`src/rtl/fp32_pkg.sv`:
```
// Shared FP32 definitions for the add/sub datapath.
//   FP32_QNAN      canonical quiet NaN
//   FP32_EXP_BIAS  single-precision exponent bias
//   FP32_EXP_MAX   all-ones exponent field (inf/NaN)
//   fp32_unpacked_t  {sign, signed biased exp[9:0], mant[27:0]} from the adder
//   fp32_flags_t     {nv, of, uf, nx} status flags
package fp32_pkg;

  localparam logic [31:0] FP32_QNAN     = 32'h7FC00000;
  localparam int          FP32_EXP_BIAS = 127;
  localparam int          FP32_EXP_MAX  = 255;

  typedef struct packed {
    logic               sign;
    logic signed [9:0]  exp;
    logic        [27:0] mant;
  } fp32_unpacked_t;

  typedef struct packed {
    logic nv;
    logic of;
    logic uf;
    logic nx;
  } fp32_flags_t;

endpackage

```
`src/rtl/fp32_lzc.sv`:
```
// 27-bit leading-zero counter.
//   i_data  [26:0] value to scan from bit 26 downwards
//   o_lzc   [4:0]  number of leading zeros (27 when i_data is zero)
module fp32_lzc (
  input  logic [26:0] i_data,
  output logic [4:0]  o_lzc
);

  // Scan upwards so the highest set bit is the last one to write the count.
  always_comb begin
    o_lzc = 5'd27;
    for (int i = 0; i < 27; i++) begin
      if (i_data[i]) o_lzc = 5'(26 - i);
    end
  end

endmodule

```
`src/rtl/fp32_result_packer.sv`:
```
// FP32 add/sub result packer: normalize, round-to-nearest-even and encode an
// IEEE-754 single-precision word with status flags, in a two-stage valid/ready
// pipeline.
// Ports:
//   i_clk, i_rst                 clock, synchronous active-high reset
//   i_valid / o_ready            input handshake
//   i_sign, i_exp[9:0], i_mant[27:0]  unnormalized result (carry, hidden,
//                                frac[22:0], G, R, S)
//   i_nan, i_overflow, i_zero    operand exception flags (nan > ovf > zero)
//   o_valid / i_ready            output handshake
//   o_result[31:0]               encoded word
//   o_nv, o_of, o_uf, o_nx       invalid, overflow, underflow, inexact
// Configuration macro: FP32_PACK_SUBNORM_EN -- when defined, subnormal results
// are produced by gradual underflow; otherwise tiny results flush to signed zero.
module fp32_result_packer
  import fp32_pkg::*;
(
  input  logic        i_clk,
  input  logic        i_rst,
  input  logic        i_valid,
  output logic        o_ready,
  input  logic        i_sign,
  input  logic [9:0]  i_exp,
  input  logic [27:0] i_mant,
  input  logic        i_nan,
  input  logic        i_overflow,
  input  logic        i_zero,
  output logic        o_valid,
  input  logic        i_ready,
  output logic [31:0] o_result,
  output logic        o_nv,
  output logic        o_of,
  output logic        o_uf,
  output logic        o_nx
);

  // Round the normalized mantissa (hidden at [26], G/R/S at [2:0]) and encode.
  function automatic logic [35:0] pack_round(input logic sign,
                                             input logic signed [10:0] exp,
                                             input logic [26:0] mant);
    logic              g, r, s, up, tiny;
    logic [24:0]       sum;
    logic signed [10:0] e;
    logic [22:0]       frac;
    fp32_flags_t       f;
    logic [31:0]       res;
    g    = mant[2];
    r    = mant[1];
    s    = mant[0];
    up   = g & (r | s | mant[3]);
    sum  = {1'b0, mant[26:3]} + {24'b0, up};
    tiny = (exp == 11'sd0);
    e    = exp;
    frac = sum[22:0];
    if (sum[24]) begin
      e    = exp + 11'sd1;
      frac = sum[23:1];
    end else if (tiny && sum[23]) begin
      // Subnormal rounded up into the hidden position: smallest normal.
      e = 11'sd1;
    end
    f    = '0;
    f.nx = g | r | s;
    f.uf = tiny & f.nx;
    if (int'(e) >= FP32_EXP_MAX) begin
      res  = {sign, 8'hFF, 23'h0};
      f.of = 1'b1;
      f.nx = 1'b1;
    end else begin
      res = {sign, e[7:0], frac};
    end
    return {res, f};
  endfunction

  fp32_unpacked_t     w_in_p0;
  logic [26:0]        w_m_c;
  logic signed [10:0] w_e_c;
  logic signed [10:0] w_em1;
  logic [4:0]         w_lzc;
  logic [4:0]         w_lsh;
  logic [26:0]        w_lshifted;
  logic               w_spec_p0;
  logic [31:0]        w_spec_res_p0;
  fp32_flags_t        w_spec_flg_p0;
  logic signed [10:0] w_exp_p0;
  logic [26:0]        w_mant_p0;
  logic               w_adv_p1;
  logic               w_adv_p2;

  logic               r_vld_p1;
  logic               r_spec_p1;
  logic [31:0]        r_spec_res_p1;
  fp32_flags_t        r_spec_flg_p1;
  logic               r_sign_p1;
  logic signed [10:0] r_exp_p1;
  logic [26:0]        r_mant_p1;
  logic [35:0]        w_pack_p1;

  logic               r_vld_p2;
  logic [31:0]        r_result_p2;
  fp32_flags_t        r_flags_p2;

  assign w_in_p0 = {i_sign, i_exp, i_mant};

  // Handshake: each stage moves when it is empty or the stage after it moves.
  assign w_adv_p2 = ~r_vld_p2 | i_ready;
  assign w_adv_p1 = ~r_vld_p1 | w_adv_p2;
  assign o_ready  = w_adv_p1;

  // ---- stage 0: carry fold, normalize, special cases ----
  always_comb begin
    if (w_in_p0.mant[27]) begin
      w_m_c = {w_in_p0.mant[27:2], w_in_p0.mant[1] | w_in_p0.mant[0]};
      w_e_c = {w_in_p0.exp[9], w_in_p0.exp} + 11'sd1;
    end else begin
      w_m_c = w_in_p0.mant[26:0];
      w_e_c = {w_in_p0.exp[9], w_in_p0.exp};
    end
  end

  fp32_lzc u_lzc (
    .i_data (w_m_c),
    .o_lzc  (w_lzc)
  );

  // Left shift stops at exponent 1; anything still unnormalized is subnormal.
  assign w_em1      = w_e_c - 11'sd1;
  assign w_lsh      = ($signed({6'b0, w_lzc}) < w_em1) ? w_lzc : w_em1[4:0];
  assign w_lshifted = w_m_c << w_lsh;

`ifdef FP32_PACK_SUBNORM_EN
  logic [4:0]  w_rsh;
  logic [53:0] w_wide;
  assign w_rsh  = (w_e_c <= -11'sd26) ? 5'd27 : 5'(11'sd1 - w_e_c);
  assign w_wide = {w_m_c, 27'b0} >> w_rsh;
`endif

  always_comb begin
    w_spec_p0     = 1'b0;
    w_spec_res_p0 = '0;
    w_spec_flg_p0 = '0;
    w_exp_p0      = w_e_c;
    w_mant_p0     = w_m_c;
    if (i_nan) begin
      w_spec_p0        = 1'b1;
      w_spec_res_p0    = FP32_QNAN;
      w_spec_flg_p0.nv = 1'b1;
    end else if (i_overflow) begin
      w_spec_p0     = 1'b1;
      w_spec_res_p0 = {i_sign, 8'hFF, 23'h0};
    end else if (i_zero) begin
      w_spec_p0     = 1'b1;
      w_spec_res_p0 = {i_sign, 31'h0};
    end else if (w_m_c == 27'h0) begin
      // Exact cancellation returns +0 regardless of sign.
      w_spec_p0     = 1'b1;
      w_spec_res_p0 = 32'h0;
    end else if (w_e_c >= 11'sd1) begin
      w_mant_p0 = w_lshifted;
      w_exp_p0  = w_lshifted[26] ? (w_e_c - $signed({6'b0, w_lsh})) : 11'sd0;
`ifndef FP32_PACK_SUBNORM_EN
      if (!w_lshifted[26]) begin
        w_spec_p0        = 1'b1;
        w_spec_res_p0    = {i_sign, 31'h0};
        w_spec_flg_p0.uf = 1'b1;
        w_spec_flg_p0.nx = 1'b1;
      end
`endif
    end else begin
`ifdef FP32_PACK_SUBNORM_EN
      w_mant_p0 = {w_wide[53:28], w_wide[27] | (|w_wide[26:0])};
      w_exp_p0  = 11'sd0;
`else
      w_spec_p0        = 1'b1;
      w_spec_res_p0    = {i_sign, 31'h0};
      w_spec_flg_p0.uf = 1'b1;
      w_spec_flg_p0.nx = 1'b1;
`endif
    end
  end

  always_ff @(posedge i_clk) begin
    if (i_rst)         r_vld_p1 <= 1'b0;
    else if (w_adv_p1) r_vld_p1 <= i_valid;
  end

  always_ff @(posedge i_clk) begin
    if (w_adv_p1 && i_valid) begin
      r_spec_p1     <= w_spec_p0;
      r_spec_res_p1 <= w_spec_res_p0;
      r_spec_flg_p1 <= w_spec_flg_p0;
      r_sign_p1     <= i_sign;
      r_exp_p1      <= w_exp_p0;
      r_mant_p1     <= w_mant_p0;
    end
  end

  // ---- stage 1: round and encode ----
  assign w_pack_p1 = pack_round(r_sign_p1, r_exp_p1, r_mant_p1);

  always_ff @(posedge i_clk) begin
    if (i_rst) begin
      r_vld_p2    <= 1'b0;
      r_result_p2 <= '0;
      r_flags_p2  <= '0;
    end else if (w_adv_p2) begin
      r_vld_p2 <= r_vld_p1;
      if (r_vld_p1) begin
        r_result_p2 <= r_spec_p1 ? r_spec_res_p1 : w_pack_p1[35:4];
        r_flags_p2  <= r_spec_p1 ? r_spec_flg_p1 : fp32_flags_t'(w_pack_p1[3:0]);
      end
    end
  end

  // ---- stage 2: output ----
  assign o_valid  = r_vld_p2;
  assign o_result = r_result_p2;
  assign o_nv     = r_flags_p2.nv;
  assign o_of     = r_flags_p2.of;
  assign o_uf     = r_flags_p2.uf;
  assign o_nx     = r_flags_p2.nx;

endmodule

```
`config.mk`:
```
export PLATFORM = sky130hd
export DESIGN_NAME = fp32_result_packer
export DESIGN_NICKNAME = d
export VERILOG_FILES = /design/src/rtl/fp32_pkg.sv /design/src/rtl/fp32_lzc.sv /design/src/rtl/fp32_result_packer.sv
export SDC_FILE = /design/constraint.sdc
export NUM_CORES = 1
export LEC_CHECK = 0
export ABC_CLOCK_PERIOD_IN_PS = 15800
export CAP_MARGIN = 20
export CORE_MARGIN = 1.5
export CORE_UTILIZATION = 35
export CTS_BUF_LIST = sky130_fd_sc_hd__clkbuf_8
export CTS_CLUSTER_DIAMETER = 50
export DETAILED_ROUTE_END_ITERATION = 16
export PLACE_DENSITY_LB_ADDON = 0.05
export SYNTH_ARGS = -nofsm -noshare
export SYNTH_HDL_FRONTEND = slang
export SYNTH_SLANG_ARGS = --single-unit
```
`constraint.sdc`:
```
create_clock -name i_clk -period 15.8 [get_ports i_clk]
set_input_delay 3.16 -clock i_clk [delete_from_list [all_inputs] [get_ports i_clk]]
set_output_delay 3.16 -clock i_clk [all_outputs]
set_load 0.01 [all_outputs]
```
# Yosys cells after proc, flatten, opt, wreduce, memory -nomap -nowiden
# Index checks and enable logic that the tools add are counted.
# W data, S select, Z words.
[word_totals] regBits=113 inputBits=46 output_inout_bits=38 elab_cells=104
[op_classes] add_sub_neg=5 magnitude_cmp=3 shifts=1 mux=58 n_bitwise=12 n_reduce_logical=8
[ops] cell="$mux W32" count=6
[ops] cell="$mux W27" count=6
[ops] cell="$mux W11" count=9
[ops] cell="$mux W5" count=17
[ops] cell="$mux W4" count=9
[ops] cell="$mux W31" count=1
[ops] cell="$logic_not A27 Y1" count=1
[ops] cell="$shl A27 B5 Y27" count=1
[ops] cell="$add A24 B1 Y25" count=1
[ops] cell="$mux W23" count=1
[ops] cell="$add A10 B2 Y11 const B" count=1
[ops] cell="$add A11 B2 Y11 const B" count=1
[ops] cell="$ge A11 B2 Y1 const B" count=1
[ops] cell="$ge A11 B9 Y1 const B" count=1
[ops] cell="$logic_not A11 Y1" count=1
[ops] cell="$lt A6 B11 Y1" count=1
[ops] cell="$sub A11 B2 Y11 const B" count=1
[ops] cell="$sub A11 B6 Y11" count=1
[ops] cell="$mux W2" count=4
[ops] cell="$or A1 B1 Y1" count=7
[ops] cell="$mux W1" count=5
[ops] cell="$reduce_or A5 Y1" count=1
[ops] cell="$reduce_or A4 Y1" count=1
[ops] cell="$not A1 Y1" count=3
[ops] cell="other kinds (4)" count=6

# Logic depth before layout (Yosys ltp)
[depth] word_depth=38 ltp_mapped=30 depth_no_buf=24

# By module
# Synthesis repeated with hierarchy kept, for this count alone.
[unflattened] hier_cells=905 hier_area_um2=7414.6
[by_module_without_submodules] mod="fp32_result_packer" n_inst=1 cells_each=854 area_each_um2=7136.8 seq_area_each_um2=2112.0
[by_module_without_submodules] mod="fp32_lzc" n_inst=1 cells_each=51 area_each_um2=277.8 seq_area_each_um2=0.0

# Worst setup path before layout
# Ideal clock, no wire load.
[synth_timing] path_kind="input-to-reg" start="input i_mant[27]" end="register r_exp_p1[8] (data pin)" setup_ns=0.282 arrival_ns=9.444 required_ns=15.518 slack_ns=6.074 path_stages=30 path_buffers=8 path_cell_list="buf_4 buf_2 buf_2 buf_1 buf_1 buf_1 mux2i_1 ha_1 inv_1 ha_1 nor3b_1 a221o_1 a21oi_1 o41ai_1 a21o_1 o211ai_2 nand4_1 and2_1 buf_2 inv_2 buf_1 ha_1 inv_1 ha_1 o21ba_2 a211oi_1 o21ai_0 o211ai_1 a21oi_1 o22ai_1"
[synth_between] elab_chain_cells=37 word_cells_on_any_way=42 cone_classes="add/sub (2); order compare (2); shift (1); mux (36); reduce/logical (1)"
[synth_rtl] element="from (decl)" line="fp32_result_packer.sv:24" text="input logic [27:0] i_mant,"
[synth_rtl] element="$mux W27" line="fp32_result_packer.sv:112" text="if (w_in_p0.mant[27]) begin"
[synth_rtl] element="$mux W1" line="fp32_lzc.sv:13" text="if (i_data[i]) o_lzc = 5'(26 - i);"
[synth_rtl] element="$mux W2 (2 in a row)" line="fp32_lzc.sv:13"
[synth_rtl] element="$mux W4 (8 in a row)" line="fp32_lzc.sv:13"
[synth_rtl] element="$mux W5 (16 in a row)" line="fp32_lzc.sv:13"
[synth_rtl] element="$lt A6 B11 Y1" line="fp32_result_packer.sv:128" text="assign w_lsh = ($signed({6'b0, w_lzc}) < w_em1) ? w_lzc : w_em1[4:0];"
[synth_rtl] element="$mux W5" line="fp32_result_packer.sv:128"
[synth_rtl] element="$sub A11 B6 Y11 or $shl A27 B5 Y27 (tied branches)" line="fp32_result_packer.sv:160, fp32_result_packer.sv:129"
[synth_rtl] element="$mux W11" line="fp32_result_packer.sv:160" text="w_exp_p0 = w_lshifted[26] ? (w_e_c - $signed({6'b0, w_lsh})) : 11'sd0;"
[synth_rtl] element="$mux W11" line="fp32_result_packer.sv:158" text="end else if (w_e_c >= 11'sd1) begin"
[synth_rtl] element="$mux W11" line="fp32_result_packer.sv:154" text="end else if (w_m_c == 27'h0) begin"
[synth_rtl] element="$mux W11" line="fp32_result_packer.sv:151" text="end else if (i_zero) begin"
[synth_rtl] element="$mux W11" line="fp32_result_packer.sv:148" text="end else if (i_overflow) begin"
[synth_rtl] element="$mux W11 *" line="fp32_result_packer.sv:144" text="if (i_nan) begin"
[synth_rtl] element="named net w_exp_p0[8]" line="fp32_result_packer.sv:85" text="logic signed [10:0] w_exp_p0;"
[synth_rtl] element="to (signal assigned)" line="fp32_result_packer.sv:193" text="r_exp_p1 <= w_exp_p0;"
[synth_rtl] element="to (decl)" line="fp32_result_packer.sv:95" text="logic signed [10:0] r_exp_p1;"
# The timed path passes the listed nets; every way through them passes the cells marked *.
# A chain may end at the register's enable or synchronous reset.

# Worst setup path in the final report
# Same ends and word-level chain as after synthesis.

==> results.ini <==
[outcome]
status=complete, no violations

[cells_and_area]
drive_above_1_share=0.0781
layout.nets=1092
multi_input_area_mm2=0.00520
regArea_mm2=0.00211
layout_commonest_cell=nor2_1
fillers=2269
final_cell_mix=nor2_1, a21oi_1, clkdlybuf4s50_1, nand2_1, nor3_1
fin_cells=1317
diodes=0
area_delta_synth_final_pct=16.1

[cts]
cts_sinks=83
post_cts_buffers=0
clock_latency_ns=0.35
numCtsBuffers=9
clockBufferDepth=2
ctsResizeCount=0
cts_tree=done
cts_root_buf=clkbuf_8
htreeDepth=3
ctsHoldBuffers=0
clkTransAtPathRegs_ns=0.08

[grt]
grt_max_degree=73
globalRoute.totalOverflow=0
antenna_found_initial=0
grt.busiest_layer=met2
use_met2=0.341
met3_usage=0.0208
first_global_vias=6904
track_usage=0.216
grt_pass1_wl_um=38900
met1_usage=0.313

[logic_synthesis]
synth_fp_nets=1046
synth_area_mm2=0.00769
async_flop_share=0
synth.distinct_cells=92
syn_avg_cell_area_um2=7.80
synthCells=986
ys.flop_type=edfxtp_1
ys_seq_area_frac=0.275
synth_enable_flop_cells=45
yosysWarnings=0
synth-seq-cells=83

[worst_setup_path]
path_class=primary input to flop
critPathRequiredTime_ns=15.87
worst_setup_path_start_kind=primary input
slowest_delay_ns=0.58
crit_top_cell=ha_1
slowest_stage=buf_4
end_kind=flop
critPathMaxFanout=72
cp.arrival_ns=10.06

[place]
place_ws_ns=5.52
place.gp.congestion=0.889
dp_cells=1301
port_buffers=83
dp.final_hpwl_um=19300

[timing]
setup_tns_ns=0
finalClockSkew_ns=0.0144
setup_violations=0
fin_crit_ns=10.0
slew_headroom=0.310
finalCritPeriodShare=0.633
worst_pin_slew_ns=1.04
hold_violations=0
slew_viol_final=0
hold_ws_ns=0.450
fin_ws_ns=5.80
grt_setup_unrepaired=false
timing.fmax_mhz=100

[power_and_ir_drop]
ir_worst_vdd_uv=32.7
total_power_uw=686
p_leak_nw=3.15
power.share.clock=0.264
pwr-share-comb=0.366
p_int_uw=446
p_seq_frac=0.370
netSwitchingFraction=0.349
cellPowerDensity_mw_per_mm2=76.8
p_switching_uw=239

[route]
num_vias=7583
ant_nets=0
routed_via_density=5.76
wire_per_inst_um=18.6
drc_errors=0
routed_wirelength_um=24400
first_iter_violations=492
dr.pass1.iters=5

[floorplan]
dieArea_mm2=0.0229
start_util=0.354
num_rows=54
chipHeight_um=151
core_area_mm2=0.0217
num_io_pins=84
die_width_um=151

[job]
cap_viol_max_count=0

[min_path]
hold_path.class=flop to flop

-- path summary, 6_finish.rpt --
check	startpoint	endpoint	slack (ns)	cells after the start
setup / recovery	i_mant[27]	r_exp_p1[8]	5.80	27
hold / removal	o_result[16]	o_result[16]	0.45	2
setup reg to reg	r_mant_p1[2]	o_result[17]	11.70	12
hold reg to reg	o_result[16]	o_result[16]	0.45	2
-- sequential cells by signal (all words and copies together) (netlist names), 2 cells and up --
signal         count
o_result          32
r_exp_p1          11
r_mant_p1         27
r_spec_flg_p1      2
r_spec_res_p1      3
-- cell usage after synthesis, drive strengths merged, types with 5 or more instances --
library cell  count  share of area
a31oi            11          0.011
a21oi            84          0.055
a22oi            21          0.021
nor2            138          0.068
inv              28          0.014
buf              28          0.022
and2             12         0.0098
nor2b            14          0.011
nor3             48          0.032
a211oi           20          0.020
or3               9         0.0080
mux2i            41          0.055
o211ai           16          0.016
a21o             10         0.0098
nand4            16          0.015
xor2             17          0.020
nand2            78          0.038
o221ai            8         0.0099
o22ai            17          0.014
and3             11         0.0090
nand3            27          0.018
nor4             13          0.011
dfxtp            38          0.099
clkbuf           32          0.016
a2111oi           8         0.0099
o31ai             6         0.0059
edfxtp           45           0.18
o21ai            48          0.032
ha               14          0.023
mux2             18          0.027
or2               5         0.0041
nand2b           10         0.0081
xnor2            27          0.033
-- worst max-delay path: cells and delay by family --
family	cells	cell delay (ns)
multiplexers	1	0.47
buffers and inverters	6	1.58
AND/OR/NAND/NOR	4	1.22
AO/OA/AOI/OAI	13	2.89
adder cells (fa/ha/maj)	3	0.69
-- stage by stage --
step / utilization / instance area [um2]
floorplan: - / 7690
global placement: 0.400 / 8680
detailed placement: 0.400 / 8680
CTS: 0.412 / 8930
global route: 0.412 / 8930
finish: 0.412 / 8930
-- cell families after synthesis --
logic type,share of synthesized area
flops,0.275
buf+inv,0.0511
fa+ha+maj,0.0228
mux,0.0819
xor+xnor,0.0535
simple gates,0.253
compound gates,0.263
-- power groups by stage --
| stage | registers [mW] | logic [mW] | clock network (mW) |
|---|---|---|---|
| after detailed placement | 0.259 | 0.246 | 0 |
| after global placement | 0.259 | 0.249 | 0 |
| final | 0.254 | 0.251 | 0.181 |
| after floorplan | 0.256 | 0.173 | 0 |
| after CTS | 0.254 | 0.248 | 0.188 |
| after global routing | 0.256 | 0.274 | 0.195 |
-- final cells by class --
type	count	area share
Clock buffer	10	0.0154
Clock inverter	6	0.0116
Inverter	28	0.0118
Multi-Input combinational cell	815	0.583
Sequential cell	83	0.237
Tap cell	280	0.0392
Timing Repair Buffer	95	0.103
-- layer usage --
layer / routed length [um] / share of wire
met2: 10900 / 0.45
met1: 12000 / 0.49
met4: 431 / 0.018
met3: 1090 / 0.045
met5: 0 / 0
Note: power is estimated with default switching activity, not from simulation.
